<file path="src/rtl/pic_init_control.sv">
// 8259A command-word sequencer: ICW1..ICW4 init FSM, IMR/OCW3 state and read-data mux.
// Strobes are edge-detected so a held write acts exactly once.
module pic_init_control #(
  parameter logic [7:0] IMR_INIT = 8'h00
) (
  input  logic       clk,
  input  logic       reset,
  input  logic [7:0] internal_data_bus,
  input  logic       write_initial_command_word_1,
  input  logic       write_operation_control_word_1,
  input  logic       write_operation_control_word_3,
  input  logic       read,
  input  logic       A0,
  input  logic [7:0] irr,
  input  logic [7:0] isr,
  output logic       init_done,
  output logic       ltim,
  output logic       sngl,
  output logic       ic4,
  output logic [4:0] vector_base,
  output logic [7:0] cascade_config,
  output logic       upm,
  output logic       aeoi,
  output logic [1:0] buf_ms,
  output logic       sfnm,
  output logic [7:0] interrupt_mask,
  output logic       read_isr_select,
  output logic       special_mask_mode,
  output logic       poll_command,
  output logic [7:0] data_bus_out,
  output logic       data_bus_out_en
);

  typedef enum logic [2:0] {S_ICW1, S_ICW2, S_ICW3, S_ICW4, S_READY} state_t;

  state_t     r_state, w_next;
  logic       r_icw1_q, r_a0_q, r_ocw3_q;
  logic       w_icw1_ev, w_a0_ev, w_ocw3_ev;
  logic       w_do_ocw3, w_do_a0;
  logic       w_ld_icw2, w_ld_icw3, w_ld_icw4, w_ld_ocw1;
  logic [7:0] w_d;

  assign w_d       = internal_data_bus;
  assign w_icw1_ev = write_initial_command_word_1   & ~r_icw1_q;
  assign w_a0_ev   = write_operation_control_word_1 & ~r_a0_q;
  assign w_ocw3_ev = write_operation_control_word_3 & ~r_ocw3_q;

  always_ff @(posedge clk) begin
    if (reset) begin
      r_icw1_q <= 1'b0;
      r_a0_q   <= 1'b0;
      r_ocw3_q <= 1'b0;
    end else begin
      r_icw1_q <= write_initial_command_word_1;
      r_a0_q   <= write_operation_control_word_1;
      r_ocw3_q <= write_operation_control_word_3;
    end
  end

  // FSM: state register
  always_ff @(posedge clk) begin
    if (reset) r_state <= S_ICW1;
    else       r_state <= w_next;
  end

  // FSM: next state
  always_comb begin
    w_next = r_state;
    if (w_icw1_ev) begin
      w_next = S_ICW2;
    end else if (w_do_a0) begin
      case (r_state)
        S_ICW2:  w_next = !sngl ? S_ICW3 : (ic4 ? S_ICW4 : S_READY);
        S_ICW3:  w_next = ic4 ? S_ICW4 : S_READY;
        S_ICW4:  w_next = S_READY;
        default: w_next = r_state;
      endcase
    end
  end

  // FSM: action decode; an acting OCW3 shadows a coincident A0 write
  always_comb begin
    w_do_ocw3 = ~w_icw1_ev & w_ocw3_ev & (r_state == S_READY);
    w_do_a0   = ~w_icw1_ev & ~w_do_ocw3 & w_a0_ev;
    w_ld_icw2 = w_do_a0 & (r_state == S_ICW2);
    w_ld_icw3 = w_do_a0 & (r_state == S_ICW3);
    w_ld_icw4 = w_do_a0 & (r_state == S_ICW4);
    w_ld_ocw1 = w_do_a0 & (r_state == S_READY);
  end

  always_ff @(posedge clk) begin
    if (reset) begin
      init_done         <= 1'b0;
      ltim              <= 1'b0;
      sngl              <= 1'b0;
      ic4               <= 1'b0;
      vector_base       <= '0;
      cascade_config    <= '0;
      upm               <= 1'b0;
      aeoi              <= 1'b0;
      buf_ms            <= '0;
      sfnm              <= 1'b0;
      interrupt_mask    <= IMR_INIT;
      read_isr_select   <= 1'b0;
      special_mask_mode <= 1'b0;
      poll_command      <= 1'b0;
    end else begin
      // tracks the state register so init_done rises with READY
      init_done    <= (w_next == S_READY);
      poll_command <= w_do_ocw3 & w_d[2];
      if (w_icw1_ev) begin
        ltim              <= w_d[3];
        sngl              <= w_d[1];
        ic4               <= w_d[0];
        interrupt_mask    <= IMR_INIT;
        upm               <= 1'b0;
        aeoi              <= 1'b0;
        buf_ms            <= '0;
        sfnm              <= 1'b0;
        read_isr_select   <= 1'b0;
        special_mask_mode <= 1'b0;
      end else begin
        if (w_ld_icw2) vector_base    <= w_d[7:3];
        if (w_ld_icw3) cascade_config <= w_d;
        if (w_ld_icw4) begin
          upm    <= w_d[0];
          aeoi   <= w_d[1];
          buf_ms <= w_d[3:2];
          sfnm   <= w_d[4];
        end
        if (w_ld_ocw1) interrupt_mask <= w_d;
        if (w_do_ocw3 && w_d[1]) read_isr_select   <= w_d[0];
        if (w_do_ocw3 && w_d[6]) special_mask_mode <= w_d[5];
      end
    end
  end

  always_comb begin
    data_bus_out = 8'h00;
    if (read) data_bus_out = A0 ? interrupt_mask : (read_isr_select ? isr : irr);
  end
  assign data_bus_out_en = read;

endmodule

</file>
<file path="config.mk">
export PLATFORM = sky130hd
export DESIGN_NAME = pic_init_control
export DESIGN_NICKNAME = d
export VERILOG_FILES = /design/src/rtl/pic_init_control.sv
export SDC_FILE = /design/constraint.sdc
export NUM_CORES = 1
export LEC_CHECK = 0
export CORE_MARGIN = 5
export CORE_UTILIZATION = 45
export CTS_BUF_LIST = sky130_fd_sc_hd__clkbuf_8
export DETAILED_ROUTE_END_ITERATION = 7
export PLACE_DENSITY = 0.83
export SYNTH_ARGS = -nofsm -noshare
export SYNTH_HDL_FRONTEND = slang
export SYNTH_SLANG_ARGS = --single-unit
export TNS_END_PERCENT = 20
</file>
<file path="constraint.sdc">
create_clock -name clk -period 2.3 [get_ports clk]
set_input_delay 0.23 -clock clk [delete_from_list [all_inputs] [get_ports clk]]
set_output_delay 0.23 -clock clk [all_outputs]
set_load 0.005 [all_outputs]
</file>
==> impl_metrics.ini, run 1 <==
[worst_setup_path]
r2r_slack_ps = 390
worstPathRequired_ps = 2070
crit_arrival_ps = 1880
cp-end-kind = output pin
critPathKind = flip-flop to output pin
crit_path_max_fanout = 10
worstSetupStartpointType = flip-flop
ff2ff_path_depth = 3
r2r_start = r_state[1]
r2r-end = interrupt_mask[5]

[min_path]
min_from = ltim
whs_path_depth = 2
hold_path_class = flip-flop to flip-flop
min_to = ltim

[clock_network]
cts_tree = built
cts_root_buf = clkbuf_8
clock_latency_ps = 290
clk_pin_slew_ps = 70
post_cts_buffers = 0
cts_made_buffers = 5
hold_buffers = 0
clock_sinks = 39
clockBufferDepth = 2
h-tree-depth = 2
cts_resized = 0

[timing]
tns_ps = 0
fin_skew_ps = 9.279
min_period_ps = 2114
finalSetupViolations = 0
max_freq_ghz = 0.4731
min_period_over_period_pct = 91.90
rsz0062_at_grt = no
drv_slew = 0
worst_pin_slew_ps = 716.1
finalHoldViolations = 0
relSlewSlack_pct = 51.90

[routing]
ant_nets = 0
vias_per_cell = 5.201
num_vias = 1737
detail_route.first_pass.iterations = 4
wl_per_cell_um = 14.56
drtIter0Drc = 70
drc = 0
routed_wl_mm = 4.862

[die]
die-area_sq_um = 5482
initial_core_util_pct = 46.14
die_h_um = 74.04
coreArea_sq_um = 4000
die_x_um = 74.04
pin_count = 73
fp-row-count = 23

[pwr]
peakVddDrop_mv = 0.4043
pwr-share-seq_pct = 50.3
p_int_uw = 1060
power.total_uw = 1384
power_frac_comb_pct = 13.8
swShare_pct = 23.44
p_leak_uw = 0.001016
p_per_area_nw_per_um2 = 506.6
pwr-share-clk_pct = 35.9
net-switching-power_uw = 324.5

[job]
drv_cap = 0

[cells_and_area]
antenna_cells = 0
drive_gt1_share_pct = 7.042
syn2layout_area_growth_pct = 48.07
nets = 314

[yosys]
postSynthCellCount = 210
syn_area_sq_um = 1846
synth_nets = 241
yosysSeqAreaShare_pct = 42.31
synth_area_leaders = dfxtp_1 (42%), mux2i_1 (19%), nand2_1 (7.5%)
yosys.area.top_type = dfxtp_1
synthDominantCellAreaShare_pct = 42.31
synth.avg_cell_area_sq_um = 8.788
yosysWarnings = 0
synth-seq-cells = 39
yosysUniqueCellTypes = 30

[global_route]
gr-usage-all-layers_pct = 18.18
overflow = 0
grt_pass1_vias = 1662
grt_pass1_wl_mm = 7.734
antenna_found_initial = 0
grt_start_max_net_pins = 21

[status]
status = finished, final reports clean

[placement]
io_buffers = 72
place.gp.congestion = 0.8504
hpwl_mm = 3.686
how the worst max path moves through the flow:
stage	to	slack, ps	cells after the start	from
2_1_floorplan	interrupt_mask[0]	680	3	r_state[2]
3_3_place_gp	data_bus_out[7]	320	5	A0
4_1_cts	data_bus_out[1]	170	4	read_isr_select
3_5_place_dp	data_bus_out[1]	260	5	A0
5_1_grt	data_bus_out[6]	50	4	read_isr_select
6_report	data_bus_out[6]	190	4	read_isr_select
routing by layer:
metal	GRT usage, %	share of wire, %
met5	0	0
met4	9.658	1.6
met3	4.324	9.6
met2	28.44	46
met1	23.17	43
stage by stage:
| stage | area, sq um | setup WS (ps) | hold WS, ps | util, % | instances |
|---|---|---|---|---|---|
| after floorplan | 1846 | 678.3 | 299.1 | - | 210 |
| after global placement | 2633 | 321.4 | 441.9 | 65.81 | 326 |
| after detailed placement | 2633 | 258.5 | 444.1 | 65.81 | 326 |
| after CTS | 2733 | 168.8 | 454.6 | 68.31 | 334 |
| after global routing | 2733 | 52.22 | 473.9 | 68.31 | 334 |
| final | 2733 | 186.2 | 453.8 | 68.31 | 334 |
cell usage in the layout (no fill, tap or decap), types with 7 or more instances in the layout:
cell,Yosys,layout
and2_1,8,8
buf_4,1,8
clkbuf_8,0,7
clkdlybuf4s50_1,0,72
dfxtp_1,39,39
mux2i_1,35,35
nand2_1,37,37
nand3_1,25,25
nor2b_1,7,7
o21ai_0,9,9
kinds of logic (layout without fill, tap and decap cells):
family | Yosys count | count (layout) | share of synthesized area (%)
buf+inv | 19 | 93 | 4.067
mux | 35 | 35 | 18.98
flops | 39 | 39 | 42.31
compound gates | 22 | 22 | 7.051
simple gates | 94 | 94 | 27.12
xor+xnor | 1 | 1 | 0.4747
worst max-delay path, stage by stage, from the launching register on:
cell and delay, ps:
dfxtp_1 640, mux2i_1 250, o21ai_0 90, and2_1 180, clkdlybuf4s50_1 440
synthesized netlist by cell type:
master and n:
a21oi_1 6, a31o_2 2, a31oi_1 3, and2_1 8
and3_1 2, buf_1 1, buf_4 1, clkbuf_1 12
clkinv_1 1, dfxtp_1 39, inv_1 4, mux2i_1 35
nand2_1 37, nand2b_1 2, nand3_1 25, nand4_1 3
nand4b_1 1, nor2_1 1, nor2b_1 7, nor3_1 1
nor3b_1 1, nor3b_2 1, nor4_4 1, nor4b_1 1
nor4bb_1 2, o21ai_0 9, o2bb2ai_1 1, o311a_1 1
or3b_4 1, xor2_1 1
power groups by stage:
stage	Combinational (uW)	Sequential [uW]	Clock (uW)
after floorplan	81.9	709	0
after detailed placement	191	711	0
after global routing	209	697	536
after global placement	188	711	0
after CTS	192	696	509
final	191	696	497
flip-flops by register name (all words and copies together), names as in the netlist, 2 cells and up:
signal          flops
vector_base         5
cascade_config      8
r_state             3
buf_ms              2
interrupt_mask      8
cell type report:
cell class                 instances  area, sq um
tap                               50        62.56
inverter                           5        18.77
multi-input combinational        152        989.7
clock buffer                       7        96.34
sequential                        39        780.7
clock inverter                     1        3.754
timing repair buffer              80        780.7
fill                             336         1267
Power figures use the tool's default switching activity.
==> run 2, diff against run 1 <==
--- a/config.mk
+++ b/config.mk
@@ -9,6 +9,7 @@
 export CORE_UTILIZATION = 45
 export CTS_BUF_LIST = sky130_fd_sc_hd__clkbuf_8
 export DETAILED_ROUTE_END_ITERATION = 7
+export GPL_TIMING_DRIVEN = 1
 export PLACE_DENSITY = 0.83
 export SYNTH_ARGS = -nofsm -noshare
 export SYNTH_HDL_FRONTEND = slang
==> results of run 2 <==
Final layout, timing and power as in run 1 (identical DEF).
